--- config.mk ---
export PLATFORM = sky130hd
export DESIGN_NAME = req_encoder42
export DESIGN_NICKNAME = d
export VERILOG_FILES = /design/src/rtl/req_encoder42.sv
export SDC_FILE = /design/constraint.sdc
export NUM_CORES = 1
export LEC_CHECK = 0
export BUFFER_PORTS_ARGS = -buffer_cell sky130_fd_sc_hd__buf_2
export CAP_MARGIN = 25
export CORE_MARGIN = 2
export CORE_UTILIZATION = 32
export DETAILED_ROUTE_END_ITERATION = 8
export SLEW_MARGIN = 10
export SYNTH_ARGS = -nofsm -noshare
export SYNTH_HDL_FRONTEND = slang
export SYNTH_SLANG_ARGS = --single-unit
export TNS_END_PERCENT = 1
--- constraint.sdc ---
create_clock -name clk -period 1.41 [get_ports clk]
set_input_delay 0.141 -clock clk [delete_from_list [all_inputs] [get_ports clk]]
set_output_delay 0.141 -clock clk [all_outputs]
set_load 0.02 [all_outputs]
--- src/rtl/req_encoder42.sv ---
// -----------------------------------------------------------------------------
// req_encoder42
//
// Purpose:
//   Captures four request lines into a pending register and hands out one
//   granted line index at a time over a valid/ready handshake. Each request
//   that is seen is granted exactly once. A request that arrives while the
//   consumer is stalled is kept until it can be granted.
//
//   Optional feature macro: REQ_ENCODER42_ROUND_ROBIN_EN
//     defined   -> rotating priority. The search starts one position after
//                  the last granted index and wraps 3 -> 0.
//     undefined -> fixed priority I3 > I2 > I1 > I0. No pointer is built.
//
// Ports:
//   clk    in   1  rising-edge clock for all state
//   rst_n  in   1  synchronous active-low reset
//   req    in   4  request lines; req[i] is line Ii, sampled every edge
//   ready  in   1  consumer accepts code when valid & ready at an edge
//   code   out  2  binary index of the granted line
//   valid  out  1  code holds a granted index
//   multi  out  1  another line was still pending when code was loaded
//   pend   out  4  pending-request register
//
// States:
//   state | meaning
//   IDLE  | nothing offered, valid=0; loads a grant as soon as any
//         | candidate exists
//   HOLD  | code/valid/multi offered and held stable until ready
// -----------------------------------------------------------------------------
module req_encoder42 (
    input  logic       clk,
    input  logic       rst_n,
    input  logic [3:0] req,
    input  logic       ready,
    output logic [1:0] code,
    output logic       valid,
    output logic       multi,
    output logic [3:0] pend
);

    typedef enum logic {
        IDLE = 1'b0,
        HOLD = 1'b1
    } state_t;

    state_t state;

    logic [3:0] cand;
    logic [3:0] held_onehot;
    logic [3:0] sel_set;
    logic [1:0] sel_idx;
    logic       sel_multi;
    logic       load;
    logic [3:0] grant_onehot;
    logic [3:0] pend_next;

`ifdef REQ_ENCODER42_ROUND_ROBIN_EN
    logic [1:0] rr_ptr;
    logic       rr_found;
    logic [1:0] rr_idx;
`endif

    // Lines that are pending now plus lines requested on this edge.
    assign cand = pend | req;

    // One-hot of the index currently offered. The bit of a held index was
    // already cleared from pend when it was loaded. If the same line is
    // requested again while it is held, that is a new request. It is not
    // a second grant of the offered one, so it is kept out of the next
    // back-to-back selection.
    assign held_onehot = 4'b0001 << code;

    // Set of lines that the selector picks from on this edge. When nothing
    // may be loaded, the set is empty, so 'load' is just "set is non-empty".
    always_comb begin
        sel_set = 4'b0000;
        case (state)
            IDLE: sel_set = cand;
            HOLD: begin
                if (ready) begin
                    sel_set = cand & ~held_onehot;
                end
            end
            default: sel_set = 4'b0000;
        endcase
    end

    assign load = |sel_set;

    // More than one bit set means another line is still waiting
    // behind the one that gets selected.
    assign sel_multi = |(sel_set & (sel_set - 4'd1));

`ifdef REQ_ENCODER42_ROUND_ROBIN_EN
    // Rotating search: (rr_ptr+1), (rr_ptr+2), (rr_ptr+3), then rr_ptr
    // itself. The 2-bit sum wraps 3 -> 0 on its own.
    always_comb begin
        rr_found = 1'b0;
        rr_idx   = 2'b00;
        sel_idx  = 2'b00;
        for (int k = 1; k <= 4; k++) begin
            rr_idx = rr_ptr + 2'(k);
            if (!rr_found && sel_set[rr_idx]) begin
                sel_idx  = rr_idx;
                rr_found = 1'b1;
            end
        end
    end
`else
    // Fixed priority, highest index wins.
    always_comb begin
        sel_idx = 2'b00;
        if (sel_set[3]) begin
            sel_idx = 2'd3;
        end else if (sel_set[2]) begin
            sel_idx = 2'd2;
        end else if (sel_set[1]) begin
            sel_idx = 2'd1;
        end else begin
            sel_idx = 2'd0;
        end
    end
`endif

    assign grant_onehot = load ? (4'b0001 << sel_idx) : 4'b0000;

    // A req bit that is high on the same edge that grants it is absorbed
    // by the grant. If that req is held, it sets pend again on the next
    // edge.
    assign pend_next = cand & ~grant_onehot;

    always_ff @(posedge clk) begin
        if (!rst_n) begin
            state <= IDLE;
            code  <= 2'b00;
            valid <= 1'b0;
            multi <= 1'b0;
            pend  <= 4'b0000;
`ifdef REQ_ENCODER42_ROUND_ROBIN_EN
            rr_ptr <= 2'b11;
`endif
        end else begin
            pend <= pend_next;
            case (state)
                IDLE: begin
                    if (load) begin
                        code  <= sel_idx;
                        multi <= sel_multi;
                        valid <= 1'b1;
                        state <= HOLD;
`ifdef REQ_ENCODER42_ROUND_ROBIN_EN
                        rr_ptr <= sel_idx;
`endif
                    end
                end
                HOLD: begin
                    if (ready) begin
                        if (load) begin
                            code  <= sel_idx;
                            multi <= sel_multi;
                            valid <= 1'b1;
                            state <= HOLD;
`ifdef REQ_ENCODER42_ROUND_ROBIN_EN
                            rr_ptr <= sel_idx;
`endif
                        end else begin
                            valid <= 1'b0;
                            state <= IDLE;
                        end
                    end
                end
                default: begin
                    valid <= 1'b0;
                    state <= IDLE;
                end
            endcase
        end
    end

endmodule

==> results of run 1 <==
[final cells by class]
cell class	count	area (µm²)	share of cell area, %
Clock buffer	4	26.3	4.03
Timing Repair Buffer	23	138	21.1
Sequential cell	9	189	29.0
Multi-Input combinational cell	37	273	41.8
Inverter	2	7.51	1.15
Tap cell	15	18.8	2.88
[cells by family (layout without fill, tap and decap cells)]
logic type / Yosys count / in the layout / synth area share [%]
AOI/OAI and AO/OA: 19 / 19 / 33.1
and+or+nand+nor: 17 / 17 / 22.0
DFF: 9 / 9 / 39.0
buffers and inverters: 3 / 29 / 4.07
xor gates and xnor gates: 1 / 1 / 1.90
[cells in the final DEF, fill, tap and decap left out, types with 2 or more instances in the layout]
master and count:
dfxtp_1 6, clkbuf_4 3, dfxtp_4 2, buf_2 14, inv_1 2, nand3_1 4
o21ai_0 4, buf_4 9, nor2_1 4, a21oi_1 3, o21a_1 3, nand2_1 2
[report_power, final]
group | leakage (nW) | switching, W | total (W) | internal, W
clock network | 0.0150 | 0.000106 | 0.000216 | 0.000110
registers | 0.0762 | 0.0000263 | 0.000308 | 0.000281
logic | 0.201 | 0.000115 | 0.000222 | 0.000107
[metrics by stage]
step | setup slack, ns | instances | area [µm²] | utilization (%) | total power (W)
2_1_floorplan | 0.00152 | 49 | 475 | - | 0.000442
3_3_place_gp | -0.0104 | 85 | 613 | 46.5 | 0.000526
3_5_place_dp | -0.0361 | 85 | 613 | 46.5 | 0.000527
4_1_cts | 0.00240 | 90 | 648 | 49.2 | 0.000750
5_1_grt | -0.0583 | 90 | 652 | 49.5 | 0.000790
6_report | -0.00138 | 90 | 652 | 49.5 | 0.000746
[per-layer routing]
layer  global-route usage (%)  vias to the layer above  routed length [µm]
met4                     9.68                        0                  28
met1                     18.1                      199                 518
met2                     21.3                       11                 470
li1                         -                      232                   -
met3                     5.17                        3                  66
met5                        0                        -                   0
[worst paths after layout]
check / from / to / cells past startpoint
setup / recovery: code[1]$_SDFFE_PN0P_ / multi$_SDFFE_PN0P_ / 4
hold / removal: req[1] / pend[1]$_SDFF_PN0_ / 3
setup reg to reg: code[1]$_SDFFE_PN0P_ / multi$_SDFFE_PN0P_ / 4
hold reg to reg: code[1]$_SDFFE_PN0P_ / code[1]$_SDFFE_PN0P_ / 2
[registers in the layout, summed over array words and instances (netlist names)]
register  count
pend          4
valid         1
state         1
multi         1
code          2
[repair_timing]
action / CTS / global route
setup buffers: 1 / 0
setup endpoints to repair: 3 / 3
resized for setup: 1 / 1
[critical path: stages (launching register included)]
cell     delay, ns
dfxtp_4       0.40
a21bo_2       0.17
a21oi_4       0.08
or4_1         0.48
and4_1        0.18
==> impl_metrics.tcl, run 1 <==
set metrics [dict create \
    period_share_pct 100 \
    slew_headroom_pct 81.0 \
    leakagePower_nw 0.292 \
    cts_tree "yes" \
    fin_nets 83 \
    synth.avg_cell_area_um2 9.42 \
    rsz0062_at_grt "yes" \
    synth.ff_latch_count 9 \
    worstSetupPathType "reg2reg" \
    drive_above_1_share_pct 48.0 \
    cp_max_fo 7 \
    grt_max_degree 10 \
    hold_viol 0 \
    io_pins 15 \
    drtAntennaViolNets 0 \
    fillCellCount 121 \
    grt_use_total_pct 14.7 \
    yosysSeqAreaShare_pct 39.0 \
    synth.distinct_cells 25 \
    tns_ns -0.00138 \
    viasPerCell 4.94 \
    io_buffers 14 \
    core_area_mm2 0.00132 \
    syn_nets 56 \
    cts-buffers-inserted 3 \
    antenna_found_initial 0 \
    holdBufCountCts 0 \
    clk_pin_slew_ns 0.07 \
    ctsLongestPathBuffers 2 \
    hold_slack_ns 0.146 \
    cp-start-kind "flop" \
    setup_ws_ns -0.00138 \
    root_buffer "clkbuf_4" \
    grt_overflow 0 \
    grt_pass1_wl_um 1900 \
    arrival_ns 1.59 \
    ir_worst_vdd_mv 0.430 \
    synth-async-reset-ratio_pct 0 \
    slew_violations 0 \
    drtIter0Drc 5 \
    synth_commonest_cells "dfxtp_1 (9), o21ai_0 (5), nand3_1 (4), nor2_1 (4)" \
    routabilityCongestion 0.752 \
    wirelength_um 1080 \
    die_height_um 42.0 \
    yosys_warnings 0 \
    drtPass1Iterations 2 \
    p_per_area_mw_per_mm2 1140 \
    cts.sinks 9 \
    dieArea_mm2 0.00176 \
    synth.most_common_cell "dfxtp_1" \
    synth.area.top_cells "dfxtp_1 (39%), a311oi_4 (5.7%), o21ai_0 (5.4%), o21a_1 (4.9%), nand3_1 (4.3%)" \
    antenna_cells 0 \
    outcome "finished, violations left" \
    min_path_type "in2reg" \
    synth_area_um2 462 \
    vias 445 \
    synth-main-ff-cell "dfxtp_1" \
    reg2reg_slack_ns -0.001 \
    area_growth_pct 41.2 \
    fmax_ghz 0.709 \
    drc 0 \
    synth_edf_count 0 \
    h-tree-depth 1 \
    min_period_ns 1.41 \
    finalSetupViolCount 1 \
    tightest_slew_ns 0.284 \
    maxCapViolations 0 \
    post-dp-hpwl_um 750 \
    violations "negative setup slack" \
    yosysTopAreaCellShare_pct 39.0 \
    clock_skew_ns 0.0123 \
    initial_core_util_pct 35.0 \
    synth_cells 49 \
    endpoint_kind "flop" \
    core.rowCount 13 \
    first_global_vias 420 \
    die_w_um 42.0 \
    route.detailed.wl_per_inst_um 12.0 \
    synth_top_area_cell "dfxtp_1" \
    worstPathRequired_ns 1.59 \
    clk_latency_ns 0.28 \
]
No activity file was read; power rests on OpenSTA's default activity.
==> run 2: changes to the inputs <==
--- a/config.mk
+++ b/config.mk
@@ -10,6 +10,7 @@
 export CORE_MARGIN = 2
 export CORE_UTILIZATION = 32
 export DETAILED_ROUTE_END_ITERATION = 8
+export PLACE_DENSITY = 0.64
 export SLEW_MARGIN = 10
 export SYNTH_ARGS = -nofsm -noshare
 export SYNTH_HDL_FRONTEND = slang
==> impl_metrics.tcl, run 2 (synthesized netlist as in run 1, its figures left out) <==
set metrics [dict create \
    post-dp-hpwl_um 768 \
    die_w_um 42.0 \
    min_period_ns 1.48 \
    min_path_type "in2reg" \
    fmax_ghz 0.678 \
    viasPerCell 5.03 \
    ctsLongestPathBuffers 2 \
    grt_pass1_wl_um 1780 \
    drc 0 \
    vias 468 \
    outcome "finished, violations left" \
    final_cell_mix "buf_2 (14), buf_4 (12), dfxtp_1 (6)" \
    die_height_um 42.0 \
    drtPass1Iterations 4 \
    seqPwrFrac_pct 41.5 \
    dp_cells 86 \
    h-tree-depth 1 \
    clock_skew_ns 0.00265 \
    clk_latency_ns 0.25 \
    grt_overflow 0 \
    wirelength_um 1020 \
    cp-start-kind "flop" \
    regMostFlops "pend" \
    fillCellCount 120 \
    io_buffers 14 \
    core_area_mm2 0.00132 \
    p_per_area_mw_per_mm2 1090 \
    arrival_ns 1.62 \
    power_frac_clock_pct 26.3 \
    drtAntennaViolNets 0 \
    largest_reg_flops 4 \
    worstSetupPathType "reg2reg" \
    root_buffer "clkbuf_4" \
    io_pins 15 \
    maxCapViolations 0 \
    cts-buffers-inserted 3 \
    cp_common_cell "buf_4" \
    final_util_pct 51.1 \
    initial_core_util_pct 35.0 \
    multi_input_area_um2 269 \
    rsz0062_at_grt "yes" \
    cpMaxStageDelayCell "or4_1" \
    area_growth_pct 45.8 \
    tightest_slew_ns 0.305 \
    hold_slack_ns 0.169 \
    path_cells "buf_4 > buf_4 > a21oi_4 > or4_1 > and4_1" \
    violations "negative setup slack" \
    placed_area_um2 621 \
    finalSetupViolCount 2 \
    switching_share_pct 31.1 \
    critPathMaxStageDelay_ns 0.50 \
    antenna_cells 0 \
    p_sw_w 0.000228 \
    core.rowCount 13 \
    setup_ws_ns -0.0658 \
    ir_worst_vdd_mv 0.604 \
    final_common_cell "buf_2" \
    antenna_found_initial 0 \
    seq_area_um2 191 \
    grt_use_total_pct 13.2 \
    comb_power_share_pct 32.1 \
    slew_headroom_pct 79.6 \
    drtIter0Drc 16 \
    period_share_pct 105 \
    cts.sinks 9 \
    grt_max_degree 10 \
    drive_above_1_share_pct 48.7 \
    post-place-ws_ns -0.0647 \
    worstPathRequired_ns 1.56 \
    route.detailed.wl_per_inst_um 11.0 \
    clk_pin_slew_ns 0.06 \
    leakagePower_nw 0.306 \
    stdcell_area_um2 673 \
    routabilityCongestion 0.752 \
    dieArea_mm2 0.00176 \
    cp_max_fo 5 \
    endpoint_kind "flop" \
    fin_nets 86 \
    fin_cells 93 \
    p_int_w 0.000506 \
    slew_violations 0 \
    hold_viol 0 \
    first_global_vias 445 \
    reg.largest.list "pend (4), code (2)" \
    cts_tree "yes" \
]
==> run 2: layer usage <==
layer	global-route usage, %	part of all wire, %	up-vias
met2	22.8	48	10
met5	0	0	-
met4	3.87	0	0
met1	14.1	47	217
li1	-	-	241
met3	6.47	5.2	0
==> run 2: area by class of cell <==
type                            count  area share [%]
Inverter                            2            1.12
Multi-Input combinational cell     37            40.0
Sequential cell                     9            28.4
Timing Repair Buffer               26            23.8
Clock buffer                        4            3.90
Tap cell                           15            2.79
==> run 2: timing repair <==
item                                    CTS  global route
pin swaps                                 2             2
endpoints found under the setup margin    3             4
hold buffers                              0             0
gates resized for setup                   2             0
buffers inserted                          2             1
==> run 2: power groups by stage <==
stage / clock network (W) / logic, W / registers, W
after floorplan: 0 / 0.000109 / 0.000333
final: 0.000193 / 0.000236 / 0.000305
after CTS: 0.000204 / 0.000230 / 0.000305
after global routing: 0.000217 / 0.000259 / 0.000309
after detailed placement: 0 / 0.000221 / 0.000311
after global placement: 0 / 0.000220 / 0.000309
==> run 2: stage by stage <==
stage / power (W) / setup TNS (ns)
after floorplan: 0.000442 / 0
after global placement: 0.000529 / -0.0478
after detailed placement: 0.000532 / -0.109
after CTS: 0.000739 / -0.0804
after global routing: 0.000786 / -0.381
final: 0.000734 / -0.0807
==> run 2: critical path: cells and delay by family, from the launching register on <==
kind | cells | cell delay (ns)
AO/OA/AOI/OAI | 1 | 0.07
flip-flops | 1 | 0.37
buffers and inverters | 2 | 0.22
AND/OR/NAND/NOR | 2 | 0.71
==> run 2: final timing paths <==
path	slack [ns]	to	depth (start not counted)	from
worst max register to register	-0.07	multi$_SDFFE_PN0P_	5	state$_SDFF_PN0_
worst min register to register	0.53	code[1]$_SDFFE_PN0P_	2	code[1]$_SDFFE_PN0P_
worst max-delay path	-0.07	multi$_SDFFE_PN0P_	5	state$_SDFF_PN0_
worst min-delay path	0.17	pend[1]$_SDFF_PN0_	3	req[1]
